==> src/rtl/uart_pkg.sv <==
// Shared UART definitions for the RX frame receiver, the TX path and the APB
// register decode: FSM state encoding, error-flag bit positions and the
// data-width rule.
package uart_pkg;

    localparam int DATA_BITS_MAX = 8;

    // Bit positions inside the 4-bit error vector {break, overrun, frame, parity}
    localparam int ERR_PARITY  = 0;
    localparam int ERR_FRAME   = 1;
    localparam int ERR_OVERRUN = 2;
    localparam int ERR_BREAK   = 3;
    localparam int ERR_W       = 4;

    typedef enum logic [2:0] {
        IDLE   = 3'd0,
        START  = 3'd1,
        DATA   = 3'd2,
        PARITY = 3'd3,
        STOP1  = 3'd4,
        STOP2  = 3'd5
    } rx_state_e;

    // Frame widths outside 5..8 fall back to a full byte.
    function automatic logic [3:0] eff_data_bits(input logic [3:0] n);
        if (n >= 4'd5 && n <= 4'd8) begin
            return n;
        end
        return 4'(DATA_BITS_MAX);
    endfunction

endpackage

==> src/rtl/uart_sync.sv <==
// Multi-flop synchroniser for an asynchronous, idle-high serial input.
// Every stage resets to 1 so that leaving reset never looks like a start edge.
module uart_sync #(
    parameter int STAGES = 2
) (
    input  logic clk_i,
    input  logic rst_i,
    input  logic d_i,
    output logic q_o
);

    logic [STAGES-1:0] sync_q;

    // Shift the raw input through the synchroniser chain
    always_ff @(posedge clk_i or posedge rst_i) begin
        if (rst_i) begin
            sync_q <= '1;
        end else begin
            sync_q[0] <= d_i;
            for (int i = 1; i < STAGES; i++) begin
                sync_q[i] <= sync_q[i-1];
            end
        end
    end

    assign q_o = sync_q[STAGES-1];

endmodule

==> src/rtl/uart_rx_frame.sv <==
// UART frame receiver: oversampled start detection, mid-bit sampling of data,
// optional parity and one or two stop bits, with a registered valid/ready
// output and sticky error flags.
//
// state  | meaning
// -------+----------------------------------------------------------------
// IDLE   | line idle, waiting for a falling edge on the synchronised input
// START  | confirming the start bit at its mid sample (high = glitch)
// DATA   | sampling data bits LSB first, one per bit period
// PARITY | sampling and checking the parity bit
// STOP1  | sampling the first stop bit; break detection happens here
// STOP2  | sampling the optional second stop bit
module uart_rx_frame
    import uart_pkg::*;
#(
    parameter int OVERSAMPLE  = 16,
    parameter int SYNC_STAGES = 2
) (
    input  logic       PCLK,
    input  logic       PRESET,
    input  logic       os_tick,
    input  logic       rx_en,
    input  logic [3:0] number_data_receive,
    input  logic       parity_en,
    input  logic       parity_bit_mode,
    input  logic       stop_bit_twice,
    input  logic       UART_RXD,
    output logic [7:0] rx_data,
    output logic       rx_valid,
    input  logic       rx_ready,
    input  logic       err_clr,
    output logic [3:0] rx_errors,
    output logic       rx_busy
);

    localparam int CNT_W = $clog2(OVERSAMPLE);
    // Down-counter reload values: half a bit to reach the start-bit centre,
    // then a full bit period between successive centres.
    localparam logic [CNT_W-1:0] CNT_MID  = CNT_W'(OVERSAMPLE / 2 - 1);
    localparam logic [CNT_W-1:0] CNT_LAST = CNT_W'(OVERSAMPLE - 1);

    rx_state_e        state_q, state_d;
    logic [CNT_W-1:0] cnt_q, cnt_d;
    logic [2:0]       bit_idx_q, bit_idx_d;
    logic [7:0]       shift_q, shift_d;
    logic [3:0]       nbits_q, nbits_d;
    logic             par_en_q, par_en_d;
    logic             par_even_q, par_even_d;
    logic             stop2_q, stop2_d;
    logic             zero_q, zero_d;

    logic [7:0]       rx_data_q, rx_data_d;
    logic             rx_valid_q, rx_valid_d;
    logic [3:0]       err_q, err_d;

    logic             rxd_s;
    logic             rxd_prev_q;
    logic             start_edge;
    logic             sample;
    logic             last_bit;
    logic             parity_ok;
    logic             deliver;
    logic             set_par;
    logic             set_frm;
    logic             set_brk;
    logic             set_ovr;
    logic             handshake;

    uart_sync #(
        .STAGES (SYNC_STAGES)
    ) u_sync (
        .clk_i (PCLK),
        .rst_i (PRESET),
        .d_i   (UART_RXD),
        .q_o   (rxd_s)
    );

    assign start_edge = rxd_prev_q & ~rxd_s;
    assign sample     = os_tick & (cnt_q == '0) & (state_q != IDLE);
    assign last_bit   = ({1'b0, bit_idx_q} == (nbits_q - 4'd1));
    assign parity_ok  = (((^shift_q) ^ rxd_s) == ~par_even_q);
    assign handshake  = rx_valid_q & rx_ready;

    // Frame sequencing: sample timing, bit assembly and error detection
    always_comb begin
        state_d    = state_q;
        cnt_d      = cnt_q;
        bit_idx_d  = bit_idx_q;
        shift_d    = shift_q;
        nbits_d    = nbits_q;
        par_en_d   = par_en_q;
        par_even_d = par_even_q;
        stop2_d    = stop2_q;
        zero_d     = zero_q;
        deliver    = 1'b0;
        set_par    = 1'b0;
        set_frm    = 1'b0;
        set_brk    = 1'b0;

        if (state_q != IDLE && os_tick) begin
            cnt_d = (cnt_q == '0) ? CNT_LAST : cnt_q - 1'b1;
        end

        case (state_q)
            IDLE: begin
                if (rx_en && start_edge) begin
                    state_d    = START;
                    cnt_d      = CNT_MID;
                    bit_idx_d  = '0;
                    shift_d    = '0;
                    zero_d     = 1'b1;
                    nbits_d    = eff_data_bits(number_data_receive);
                    par_en_d   = parity_en;
                    par_even_d = parity_bit_mode;
                    stop2_d    = stop_bit_twice;
                end
            end
            START: begin
                if (sample) begin
                    state_d = rxd_s ? IDLE : DATA;
                end
            end
            DATA: begin
                if (sample) begin
                    shift_d[bit_idx_q] = rxd_s;
                    zero_d             = zero_q & ~rxd_s;
                    if (last_bit) begin
                        state_d = par_en_q ? PARITY : STOP1;
                    end else begin
                        bit_idx_d = bit_idx_q + 3'd1;
                    end
                end
            end
            PARITY: begin
                if (sample) begin
                    set_par = ~parity_ok;
                    zero_d  = zero_q & ~rxd_s;
                    state_d = STOP1;
                end
            end
            STOP1: begin
                if (sample) begin
                    if (zero_q && !rxd_s) begin
                        // Whole frame held low: report a break, drop the byte.
                        set_brk = 1'b1;
                        set_frm = 1'b1;
                        state_d = IDLE;
                    end else begin
                        set_frm = ~rxd_s;
                        if (stop2_q) begin
                            state_d = STOP2;
                        end else begin
                            deliver = 1'b1;
                            state_d = IDLE;
                        end
                    end
                end
            end
            STOP2: begin
                if (sample) begin
                    set_frm = ~rxd_s;
                    deliver = 1'b1;
                    state_d = IDLE;
                end
            end
            default: begin
                state_d = IDLE;
            end
        endcase

        // Disabling the receiver abandons the frame without side effects.
        if (!rx_en) begin
            state_d = IDLE;
            deliver = 1'b0;
            set_par = 1'b0;
            set_frm = 1'b0;
            set_brk = 1'b0;
        end
    end

    // Output holding register, overrun detection and sticky error flags
    always_comb begin
        rx_data_d  = rx_data_q;
        rx_valid_d = rx_valid_q;
        set_ovr    = 1'b0;

        if (handshake) begin
            rx_valid_d = 1'b0;
        end
        if (deliver) begin
            if (rx_valid_q && !rx_ready) begin
                set_ovr = 1'b1;
            end else begin
                rx_data_d  = shift_q;
                rx_valid_d = 1'b1;
            end
        end

        err_d = err_q;
        err_d[ERR_PARITY]  = err_q[ERR_PARITY]  | set_par;
        err_d[ERR_FRAME]   = err_q[ERR_FRAME]   | set_frm;
        err_d[ERR_OVERRUN] = err_q[ERR_OVERRUN] | set_ovr;
        err_d[ERR_BREAK]   = err_q[ERR_BREAK]   | set_brk;
        if (err_clr) begin
            err_d = '0;
        end
    end

    // State and datapath registers
    always_ff @(posedge PCLK or posedge PRESET) begin
        if (PRESET) begin
            state_q    <= IDLE;
            cnt_q      <= '0;
            bit_idx_q  <= '0;
            shift_q    <= '0;
            nbits_q    <= 4'(DATA_BITS_MAX);
            par_en_q   <= 1'b0;
            par_even_q <= 1'b0;
            stop2_q    <= 1'b0;
            zero_q     <= 1'b0;
            rx_data_q  <= '0;
            rx_valid_q <= 1'b0;
            err_q      <= '0;
            rxd_prev_q <= 1'b1;
        end else begin
            state_q    <= state_d;
            cnt_q      <= cnt_d;
            bit_idx_q  <= bit_idx_d;
            shift_q    <= shift_d;
            nbits_q    <= nbits_d;
            par_en_q   <= par_en_d;
            par_even_q <= par_even_d;
            stop2_q    <= stop2_d;
            zero_q     <= zero_d;
            rx_data_q  <= rx_data_d;
            rx_valid_q <= rx_valid_d;
            err_q      <= err_d;
            rxd_prev_q <= rxd_s;
        end
    end

    assign rx_data   = rx_data_q;
    assign rx_valid  = rx_valid_q;
    assign rx_errors = err_q;
    assign rx_busy   = (state_q != IDLE);

endmodule

==> config.mk <==
export PLATFORM = sky130hd
export DESIGN_NAME = uart_rx_frame
export DESIGN_NICKNAME = d
export VERILOG_FILES = /design/src/rtl/uart_pkg.sv /design/src/rtl/uart_sync.sv /design/src/rtl/uart_rx_frame.sv
export SDC_FILE = /design/constraint.sdc
export NUM_CORES = 1
export LEC_CHECK = 0
export BUFFER_PORTS_ARGS = -buffer_cell sky130_fd_sc_hd__buf_2
export CORE_MARGIN = 5
export CORE_UTILIZATION = 52
export DETAILED_ROUTE_END_ITERATION = 6
export PLACE_DENSITY = 0.83
export RECOVER_POWER = 25
export SLEW_MARGIN = 20
export SYNTH_ARGS = -nofsm -noshare
export SYNTH_HDL_FRONTEND = slang
export SYNTH_SLANG_ARGS = --single-unit
==> constraint.sdc <==
create_clock -name PCLK -period 2.2 [get_ports PCLK]
set_input_delay 0 -clock PCLK [delete_from_list [all_inputs] [get_ports PCLK]]
set_output_delay 0 -clock PCLK [all_outputs]
set_load 0.005 [all_outputs]
==> impl_metrics.json, run 1 <==
{
  "outcome": "complete, no violations",
  "synth_nets": 226,
  "die_h_um": 75.7,
  "grt_pass1_wl_mm": 7.43,
  "setup_slack_ps": 164,
  "slew_violations": 0,
  "grt_max_degree": 43,
  "max_freq_ghz": 0.491,
  "worst_pin_slew_ps": 1020,
  "dp_cells": 282,
  "final_cell_area_um2": 2650,
  "wirelength_mm": 4.27,
  "grtUsageTotal": 0.174,
  "antenna_cells": 0,
  "finalHoldViolations": 0,
  "worst-path-buf-inv": 1,
  "synth_cells": 208,
  "required_ps": 2420,
  "layout_min_cycle_time_ps": 2040,
  "nNetsFinal": 268,
  "crit_family": "flip-flops",
  "place_area_um2": 2420,
  "synthToLayoutAreaGrowth_pct": 17.9,
  "portBuffers": 27,
  "synth-edff-count": 0,
  "crit_type": "flop to flop",
  "drive_gt1_frac": 0.231,
  "antenna_found_initial": 0,
  "place_congestion": 0.847,
  "fin_crit_sh": 0.926,
  "yosysUniqueCellTypes": 54,
  "ir_drop_mv": 0.406,
  "die_w_um": 75.7,
  "globalRoute.totalOverflow": 0,
  "worstSetupPathDepth": 6,
  "yosys_warnings": 0,
  "critPathCaptureType": "flop",
  "dieArea_um2": 5730,
  "ys_ff_latch": 42,
  "vias_per_cell": 5.57,
  "placementRows": 23,
  "powerDensity_nw_per_um2": 685,
  "totalPowerFinal_mw": 1.81,
  "critPathSlowestCell": "dfrtp_1",
  "wire_per_inst_um": 14.2,
  "htree_levels": 2,
  "vias": 1677,
  "antenna_left": 0,
  "cts_tree": "yes",
  "slew_headroom": 0.323,
  "crit_top_cell": "mux2i_1",
  "layoutNonFillerInstCount": 301,
  "cp_cell_sequence": "inv_1, ha_1, xor2_1, mux2i_1, a2111oi_1, mux2i_1",
  "clkSinkCount": 42,
  "drc": 0,
  "path_max_fanout": 7,
  "finalCoreUtilization": 0.647,
  "worstPathArrival_ps": 2260,
  "startpoint_type": "flop",
  "setup_violations": 0,
  "async_flop_share": 1.00,
  "synth_flop_cell": "dfrtp_1",
  "cap_violations": 0,
  "worst_path_largest_cell_delay_ps": 460,
  "place.detailed.hpwl_mm": 2.92,
  "grt_pass1_vias": 1609,
  "ioPinCount": 28,
  "p_leak_nw": 1.23,
  "avgSynthCellArea_um2": 10.8,
  "hold_path_class": "input pin to flop",
  "cts_buffer_depth": 2,
  "coreArea_um2": 4090,
  "clk-insertion-delay-late_ps": 300,
  "syn-cell-area_um2": 2240,
  "reg2regPathDepth": 6,
  "numCtsBuffers": 5,
  "dr.pass1.iters": 4,
  "synth-seq-area-share": 0.471,
  "skew_ps": 6.75,
  "start_util": 0.549,
  "min_path_cells": 3,
  "clkTransAtPathRegs_ps": 80,
  "rsz0062_at_grt": "true",
  "place_ws_ps": 125,
  "drt_iter0_markers": 171,
  "root_buffer": "clkbuf_8"
}
==> flip-flops by register name, indices dropped and copies added, names as in the netlist, 2 cells and up <==
| register | flops |
|---|---|
| rx_data | 8 |
| state_q | 3 |
| nbits_q | 4 |
| cnt_q | 4 |
| u_sync.sync_q | 2 |
| rx_errors | 4 |
| bit_idx_q | 3 |
| shift_q | 8 |
==> layer usage <==
layer / track usage / routed length, um / up-vias
li1: - / - / 827
met1: 0.242 / 2010 / 806
met2: 0.257 / 1970 / 37
met3: 0.0435 / 206 / 7
met4: 0.0757 / 78 / 0
met5: 0 / 0 / -
==> worst reg2reg max path: stages, from the launching register on <==
cell	delay (ps)
dfrtp_1	460
inv_1	70
ha_1	200
xor2_1	340
mux2i_1	200
a2111oi_1	450
mux2i_1	230
==> power by group <==
part           switching [mW]  internal (mW)  total, mW  leakage [nW]
logic                   0.165          0.156      0.321         0.634
registers              0.0520          0.831      0.883         0.547
clock network           0.269          0.339      0.608        0.0514
total                   0.486           1.33       1.81          1.23
==> final timing paths <==
path,startpoint,end,slack [ps]
worst min register to register,u_sync.sync_q[0]$_DFF_PP1_,u_sync.sync_q[1]$_DFF_PP1_,360
max in group asynchronous,PRESET,shift_q[2]$_DFFE_PP0P_,1030
min in group asynchronous,PRESET,zero_q$_DFFE_PP0P_,560
worst max register to register,nbits_q[0]$_DFFE_PP0P_,bit_idx_q[2]$_DFFE_PP0P_,160
worst max-delay path,nbits_q[0]$_DFFE_PP0P_,bit_idx_q[2]$_DFFE_PP0P_,160
worst min-delay path,rx_en,state_q[0]$_DFFE_PP0P_,20
==> final cells by class <==
type                            count  area [um^2]
Tap cell                           50         62.6
Clock inverter                      2         37.5
Inverter                           18         67.6
Fill cell                         328         1440
Multi-Input combinational cell    137         1050
Timing Repair Buffer               46          297
Clock buffer                        6         72.6
Sequential cell                    42         1060
==> logic make-up (layout without fill, tap and decap cells) <==
family,after synthesis,count (layout),share of synthesized area
compound gates,45,45,0.149
xor+xnor,10,10,0.0452
fa+ha+maj,4,4,0.0223
buf+inv,29,72,0.0641
flops,42,42,0.471
mux,20,20,0.100
simple gates,58,58,0.148
==> cell usage after synthesis, drive strengths merged, types with 2 or more instances <==
master	number	share of area
inv	17	0.028
ha	4	0.022
o31ai	4	0.013
dfstp	4	0.047
nand2	22	0.037
o21bai	3	0.010
o211ai	2	0.0089
o311ai	2	0.0078
a211o	2	0.0078
xor2	2	0.0078
o21ai	9	0.020
a21oi	4	0.0089
or3	2	0.0078
dfrtp	38	0.42
clkbuf	3	0.0050
mux2	11	0.060
nor2b	5	0.014
nor2	5	0.0084
nor4b	3	0.012
nand2b	2	0.0056
or3b	2	0.0078
mux2i	9	0.040
o41ai	4	0.016
a21o	3	0.010
xnor2	7	0.027
nand4	2	0.0056
nand3	3	0.0089
nor4	3	0.0084
buf	8	0.029
a211oi	3	0.010
nor3b	4	0.016
==> cell usage in the layout (no fill, tap or decap), types with 3 or more instances in the layout <==
cell,n
mux2i_1,9
a21o_1,3
o21bai_1,3
a21oi_1,4
nor3b_1,3
a211oi_1,3
clkbuf_8,5
nor2b_1,5
dfstp_2,4
o21ai_0,7
xnor2_1,7
o41ai_1,4
nor4b_1,3
nor2_1,5
inv_1,17
buf_2,22
ha_1,4
nor4_1,3
nand2_1,22
clkbuf_1,6
buf_4,7
mux2_2,8
mux2_4,3
dlygate4sd3_1,11
o31ai_1,4
dfrtp_1,38
==> stage by stage <==
step | hold WS [ps] | setup TNS (ps)
3_5_place_dp | 109 | 0
4_1_cts | 7.57 | 0
3_3_place_gp | 106 | 0
6_report | 22.3 | 0
5_1_grt | 42.7 | -99.0
2_1_floorplan | 4.48 | 0
==> repair_timing <==
item | 4_1_cts | 5_1_grt
endpoints found under the hold margin | 48 | 0
hold buffers | 11 | 0
buffers inserted | 0 | 0
endpoints found under the setup margin | 0 | 4
resized for setup | 0 | 3
Note: power is estimated with default switching activity, not from simulation.
==> run 2, diff against run 1 <==
--- a/config.mk
+++ b/config.mk
@@ -6,6 +6,7 @@
 export NUM_CORES = 1
 export LEC_CHECK = 0
 export BUFFER_PORTS_ARGS = -buffer_cell sky130_fd_sc_hd__buf_2
+export CORE_ASPECT_RATIO = 0.8
 export CORE_MARGIN = 5
 export CORE_UTILIZATION = 52
 export DETAILED_ROUTE_END_ITERATION = 6
==> run 2 against run 1 <==
Effect of this change: cell count increased by 2.3%; register-to-register slack got worse by 20 ps; die area increased by 0.15%; wire length increased by 6.5%; combinational power increased by 3%; total power decreased by 5.4%; maximum frequency decreased by 0.99%; highest routed layer unchanged.
==> impl_metrics.json, run 2 (synthesis results as in run 1) <==
{
  "outcome": "complete, no violations",
  "slew_violations": 0,
  "cts_tree": "yes",
  "wire_per_inst_um": 14.7,
  "required_ps": 2430,
  "finalCoreUtilization": 0.636,
  "sw_frac_of_total": 0.293,
  "layout_min_cycle_time_ps": 2060,
  "place.detailed.hpwl_mm": 3.14,
  "grt_max_degree": 43,
  "layoutNonFillerInstCount": 308,
  "grt_pass1_wl_mm": 8.00,
  "worst_pin_slew_ps": 578,
  "globalRoute.totalOverflow": 0,
  "die_h_um": 68.8,
  "clkSinkCount": 42,
  "grtUsageTotal": 0.179,
  "crit_family": "simple AND/OR/NAND/NOR gates",
  "antenna_cells": 0,
  "totalPowerFinal_mw": 1.71,
  "crit_type": "flop to flop",
  "drive_gt1_frac": 0.259,
  "pwr-share-comb": 0.194,
  "setup_tns_ps": 0,
  "die_w_um": 83.4,
  "portBuffers": 27,
  "slew_headroom": 0.611,
  "dr.pass1.iters": 4,
  "grt_pass1_vias": 1691,
  "drt_iter0_markers": 107,
  "setup_slack_ps": 143,
  "cts_buffer_depth": 2,
  "place_ws_ps": 152,
  "p_int_mw": 1.21,
  "skew_ps": 8.93,
  "vias": 1694,
  "place_congestion": 0.799,
  "placementRows": 21,
  "place_area_um2": 2430,
  "final_cell_area_um2": 2660,
  "multiInputGateArea_um2": 1070,
  "fin_hold_ws_ps": 37.9,
  "vias_per_cell": 5.50,
  "antenna_found_initial": 0,
  "antenna_left": 0,
  "worstPathArrival_ps": 2290,
  "coreArea_um2": 4180,
  "drc": 0,
  "p_clk_frac": 0.291,
  "setup_violations": 0,
  "hold_path_class": "input pin to flop",
  "ir_drop_mv": 0.419,
  "seqCellArea_um2": 1060,
  "worst-path-buf-inv": 2,
  "max_freq_ghz": 0.486,
  "startpoint_type": "flop",
  "fin_crit_sh": 0.935,
  "numCtsBuffers": 5,
  "p_seq_frac": 0.515,
  "root_buffer": "clkbuf_8",
  "cp_cell_sequence": "inv_1, ha_1, nor4bb_1, buf_4, nand2_1, a2111oi_1, mux2i_1",
  "nNetsFinal": 268,
  "path_max_fanout": 9,
  "worst_path_largest_cell_delay_ps": 420,
  "final_cell_mix": "dfrtp_1 (38), buf_2 (27), nand2_1 (22), inv_1 (17), dlygate4sd3_1 (11)",
  "cap_violations": 0,
  "ioPinCount": 28,
  "rsz0062_at_grt": "true",
  "clk-insertion-delay-late_ps": 300,
  "start_util": 0.537,
  "p_leak_nw": 1.25,
  "total_switching_power_uw": 502,
  "critPathSlowestCell": "a2111oi_1",
  "synthToLayoutAreaGrowth_pct": 18.4,
  "wirelength_mm": 4.54,
  "htree_levels": 2,
  "powerDensity_nw_per_um2": 645,
  "fill_cells": 342,
  "finalHoldViolations": 0,
  "clkTransAtPathRegs_ps": 80,
  "dp_cells": 289,
  "final_common_cell": "dfrtp_1",
  "dieArea_um2": 5740,
  "critPathCaptureType": "flop"
}
-- run 2: cell types whose count changed in the layout (fill, tap and decap cells not counted), sizes merged --
cell / change
clkbuf: -6
clkinvlp: -1
bufinv: -1
buf: +6
clkinv: +2
-- run 2: worst paths after layout --
kind / start / to / slack, ps / cells after the start
setup / recovery: cnt_q[0]$_DFF_PP0_ / bit_idx_q[2]$_DFFE_PP0P_ / 140 / 7
hold / removal: rx_en / state_q[0]$_DFFE_PP0P_ / 40 / 3
setup reg to reg: cnt_q[0]$_DFF_PP0_ / bit_idx_q[2]$_DFFE_PP0P_ / 140 / 7
hold reg to reg: u_sync.sync_q[0]$_DFF_PP1_ / u_sync.sync_q[1]$_DFF_PP1_ / 360 / 0
max in group asynchronous: PRESET / rxd_prev_q$_DFF_PP1_ / 1460 / 4
min in group asynchronous: PRESET / cnt_q[0]$_DFF_PP0_ / 360 / 4
-- run 2: what timing repair did --
action	CTS	global route
gates resized for setup	0	6
hold buffers	11	0
setup endpoints to repair	0	10
hold endpoints to repair	48	0
buffers inserted	0	0
-- run 2: area by class of cell --
| class | instances | area share |
|---|---|---|
| Clock inverter | 2 | 0.00518 |
| Timing Repair Buffer | 46 | 0.115 |
| Inverter | 18 | 0.0254 |
| Sequential cell | 42 | 0.398 |
| Clock buffer | 6 | 0.0273 |
| Tap cell | 57 | 0.0268 |
| Multi-Input combinational cell | 137 | 0.403 |
-- run 2: power by group through the flow --
| stage | Combinational (mW) | Sequential (mW) | Clock (mW) |
|---|---|---|---|
| after floorplan | 0.248 | 0.882 | 0 |
| after detailed placement | 0.310 | 0.898 | 0 |
| after global routing | 0.379 | 0.895 | 0.544 |
| final | 0.332 | 0.884 | 0.499 |
| after CTS | 0.327 | 0.884 | 0.514 |
| after global placement | 0.302 | 0.894 | 0 |
-- run 2: metal layers --
metal | track usage | share of wire
met5 | 0 | 0
met4 | 0.0723 | 0.017
met3 | 0.0416 | 0.054
met2 | 0.283 | 0.45
met1 | 0.243 | 0.47
-- run 2: worst reg2reg max path, stage by stage, from the launching register on --
cell	delay (ps)
dfrtp_1	400
inv_1	120
ha_1	200
nor4bb_1	220
buf_4	210
nand2_1	200
a2111oi_1	420
mux2i_1	230
==> run 3, diff against run 2 <==
--- a/config.mk
+++ b/config.mk
@@ -15,4 +15,5 @@
 export SLEW_MARGIN = 20
 export SYNTH_ARGS = -nofsm -noshare
 export SYNTH_HDL_FRONTEND = slang
+export SYNTH_HIERARCHICAL = 1
 export SYNTH_SLANG_ARGS = --single-unit
==> run 3 against run 2 <==
Effect of this change: global-route usage is 0.34 points lower; clock power increased by 21%; synthesized area decreased by 0.22%; sequential share of layout area about the same; maximum frequency decreased by 2.9%; critical path depth did not move; clock skew down 2.6 ps; flip-flop and latch count is the same; count of clock-buffer cells in the layout increased by 1; hold slack worse by 27 ps; combinational power rose by 5%.
==> impl_metrics.json, run 3 <==
{
  "worstPathArrival_ps": 2300,
  "grt_pass1_vias": 1717,
  "synth.most_common_cell": "dfrtp_1",
  "setup_slack_ps": 82.1,
  "root_buffer": "clkbuf_8",
  "synth_top_cells_by_count": "dfrtp_1 (38), nand2_1 (31), inv_1 (15)",
  "synth_flop_cell": "dfrtp_1",
  "die_w_um": 83.4,
  "totalPowerFinal_mw": 1.83,
  "clkTransAtPathRegs_ps": 80,
  "drt_iter0_markers": 122,
  "skew_ps": 6.33,
  "min_to": "nbits_q[0]$_DFFE_PP0P_",
  "place_congestion": 0.873,
  "cap_violations": 0,
  "powerDensity_nw_per_um2": 690,
  "max_freq_ghz": 0.472,
  "min_from": "number_data_receive[3]",
  "drive_gt1_frac": 0.238,
  "yosysUniqueCellTypes": 53,
  "start_util": 0.536,
  "reg2reg_from": "cnt_q[1]$_DFF_PP0_",
  "coreArea_um2": 4180,
  "slew_headroom": 0.565,
  "required_ps": 2380,
  "synth_cells": 222,
  "finalHoldViolations": 0,
  "setup_violations": 0,
  "rsz0062_at_grt": "false",
  "dieArea_um2": 5720,
  "wirelength_mm": 4.56,
  "synthToLayoutAreaGrowth_pct": 18.8,
  "ioPinCount": 28,
  "synth-edff-count": 0,
  "antenna_cells": 0,
  "rrSetupSlack_ps": 80,
  "synth_area_leaders": "dfrtp_1 (42%), nand2_1 (5.2%), dfstp_2 (4.7%), mux2_2 (4.5%), mux2i_1 (4.5%)",
  "grt_pass1_wl_mm": 7.80,
  "yosys_warnings": 6,
  "dr.pass1.iters": 4,
  "antenna_found_initial": 0,
  "place_ws_ps": 77.1,
  "vias": 1741,
  "synth_nets": 240,
  "portBuffers": 27,
  "fin_crit_sh": 0.963,
  "die_h_um": 68.7,
  "drc": 0,
  "startpoint_type": "flop",
  "antenna_left": 0,
  "avgSynthCellArea_um2": 10.1,
  "critPathCaptureType": "flop",
  "r2r_end": "rx_data[5]$_DFFE_PP0P_",
  "clkSinkCount": 42,
  "crit_type": "flop to flop",
  "vias_per_cell": 5.41,
  "cts_buffer_depth": 2,
  "p_leak_nw": 1.25,
  "min_path_cells": 4,
  "numCtsBuffers": 5,
  "placementRows": 21,
  "worst_pin_slew_ps": 653,
  "place.detailed.hpwl_mm": 3.27,
  "synth_area_leader_cell": "dfrtp_1",
  "setup_tns_ps": 0,
  "final_cell_mix": "dfrtp_1 (38), nand2_1 (31), buf_2 (23), inv_1 (13), nor2_1 (13)",
  "slew_violations": 0,
  "grt_max_degree": 28,
  "nNetsFinal": 282,
  "globalRoute.totalOverflow": 0,
  "final_common_cell": "dfrtp_1",
  "reg2regPathDepth": 7,
  "wire_per_inst_um": 14.2,
  "hold_path_class": "input pin to flop",
  "path_max_fanout": 8,
  "ir_drop_mv": 0.392,
  "cts_tree": "yes",
  "synth_top_area_share": 0.425,
  "grtUsageTotal": 0.176,
  "ys_ff_latch": 42,
  "synth-seq-area-share": 0.472,
  "htree_levels": 2,
  "outcome": "complete, no violations",
  "layout_min_cycle_time_ps": 2120,
  "clk-insertion-delay-late_ps": 300,
  "syn-cell-area_um2": 2240,
  "async_flop_share": 1.00
}
==> run 3: repair_timing <==
| action | in CTS | in global routing |
|---|---|---|
| resized for setup | 0 | 4 |
| setup endpoints to repair | 0 | 9 |
| buffers inserted | 0 | 1 |
| endpoints found under the hold margin | 25 | 0 |
| hold buffers | 9 | 0 |
==> run 3: worst max path at each step <==
stage	start	to	slack, ps	cells after the start
floorplan	cnt_q[0]$_DFF_PP0_	rx_data[0]$_DFFE_PP0P_	200	7
global placement	cnt_q[0]$_DFF_PP0_	rx_data[0]$_DFFE_PP0P_	140	7
detailed placement	cnt_q[0]$_DFF_PP0_	rx_data[3]$_DFFE_PP0P_	80	7
CTS	cnt_q[0]$_DFF_PP0_	rx_data[3]$_DFFE_PP0P_	70	7
global route	cnt_q[1]$_DFF_PP0_	rx_data[2]$_DFFE_PP0P_	8	7
finish	cnt_q[1]$_DFF_PP0_	rx_data[5]$_DFFE_PP0P_	80	7
==> run 3: power breakdown <==
part           internal, mW  switching, mW  total, mW
Clock                 0.340          0.263      0.603
Sequential            0.829         0.0515      0.881
Combinational         0.160          0.191      0.350
Total                  1.33          0.505       1.83
==> run 3: layer usage <==
metal / global-route usage / share of wire
met5: 0 / 0
met4: 0.0735 / 0.021
met3: 0.0475 / 0.067
met2: 0.277 / 0.43
met1: 0.233 / 0.49
==> run 3: cell type report <==
cell class,instances,area [um^2]
fill,332,1520
multi-input combinational,155,1090
sequential,42,1060
timing repair buffer,43,273
clock buffer,7,76.3
tap,57,71.3
inverter,17,63.8
clock inverter,1,30.0
==> run 3: worst max-delay path, stage by stage (launching register included) <==
cell and delay (ps):
dfrtp_1 410, inv_2 100, ha_4 140, and4bb_2 240, nand3_1 110, or3_4 450
nor2_8 200, mux2_2 350
==> run 3: logic make-up after synthesis <==
kind of cell	count (synthesis)	synth area share
simple gates	83	0.211
flops	42	0.472
compound gates	37	0.111
buf+inv	25	0.0475
mux	19	0.0900
xor+xnor	12	0.0470
fa+ha+maj	4	0.0224
==> run 3: metrics by stage <==
| step | cells | area, um^2 | utilization | hold slack, ps |
|---|---|---|---|---|
| floorplan | 222 | 2240 | - | -88.5 |
| global placement | 304 | 2450 | 0.586 | 34.3 |
| detailed placement | 304 | 2450 | 0.586 | 46.9 |
| CTS | 321 | 2640 | 0.633 | 6.12 |
| global route | 322 | 2660 | 0.636 | 35.4 |
| finish | 322 | 2660 | 0.636 | 11.3 |
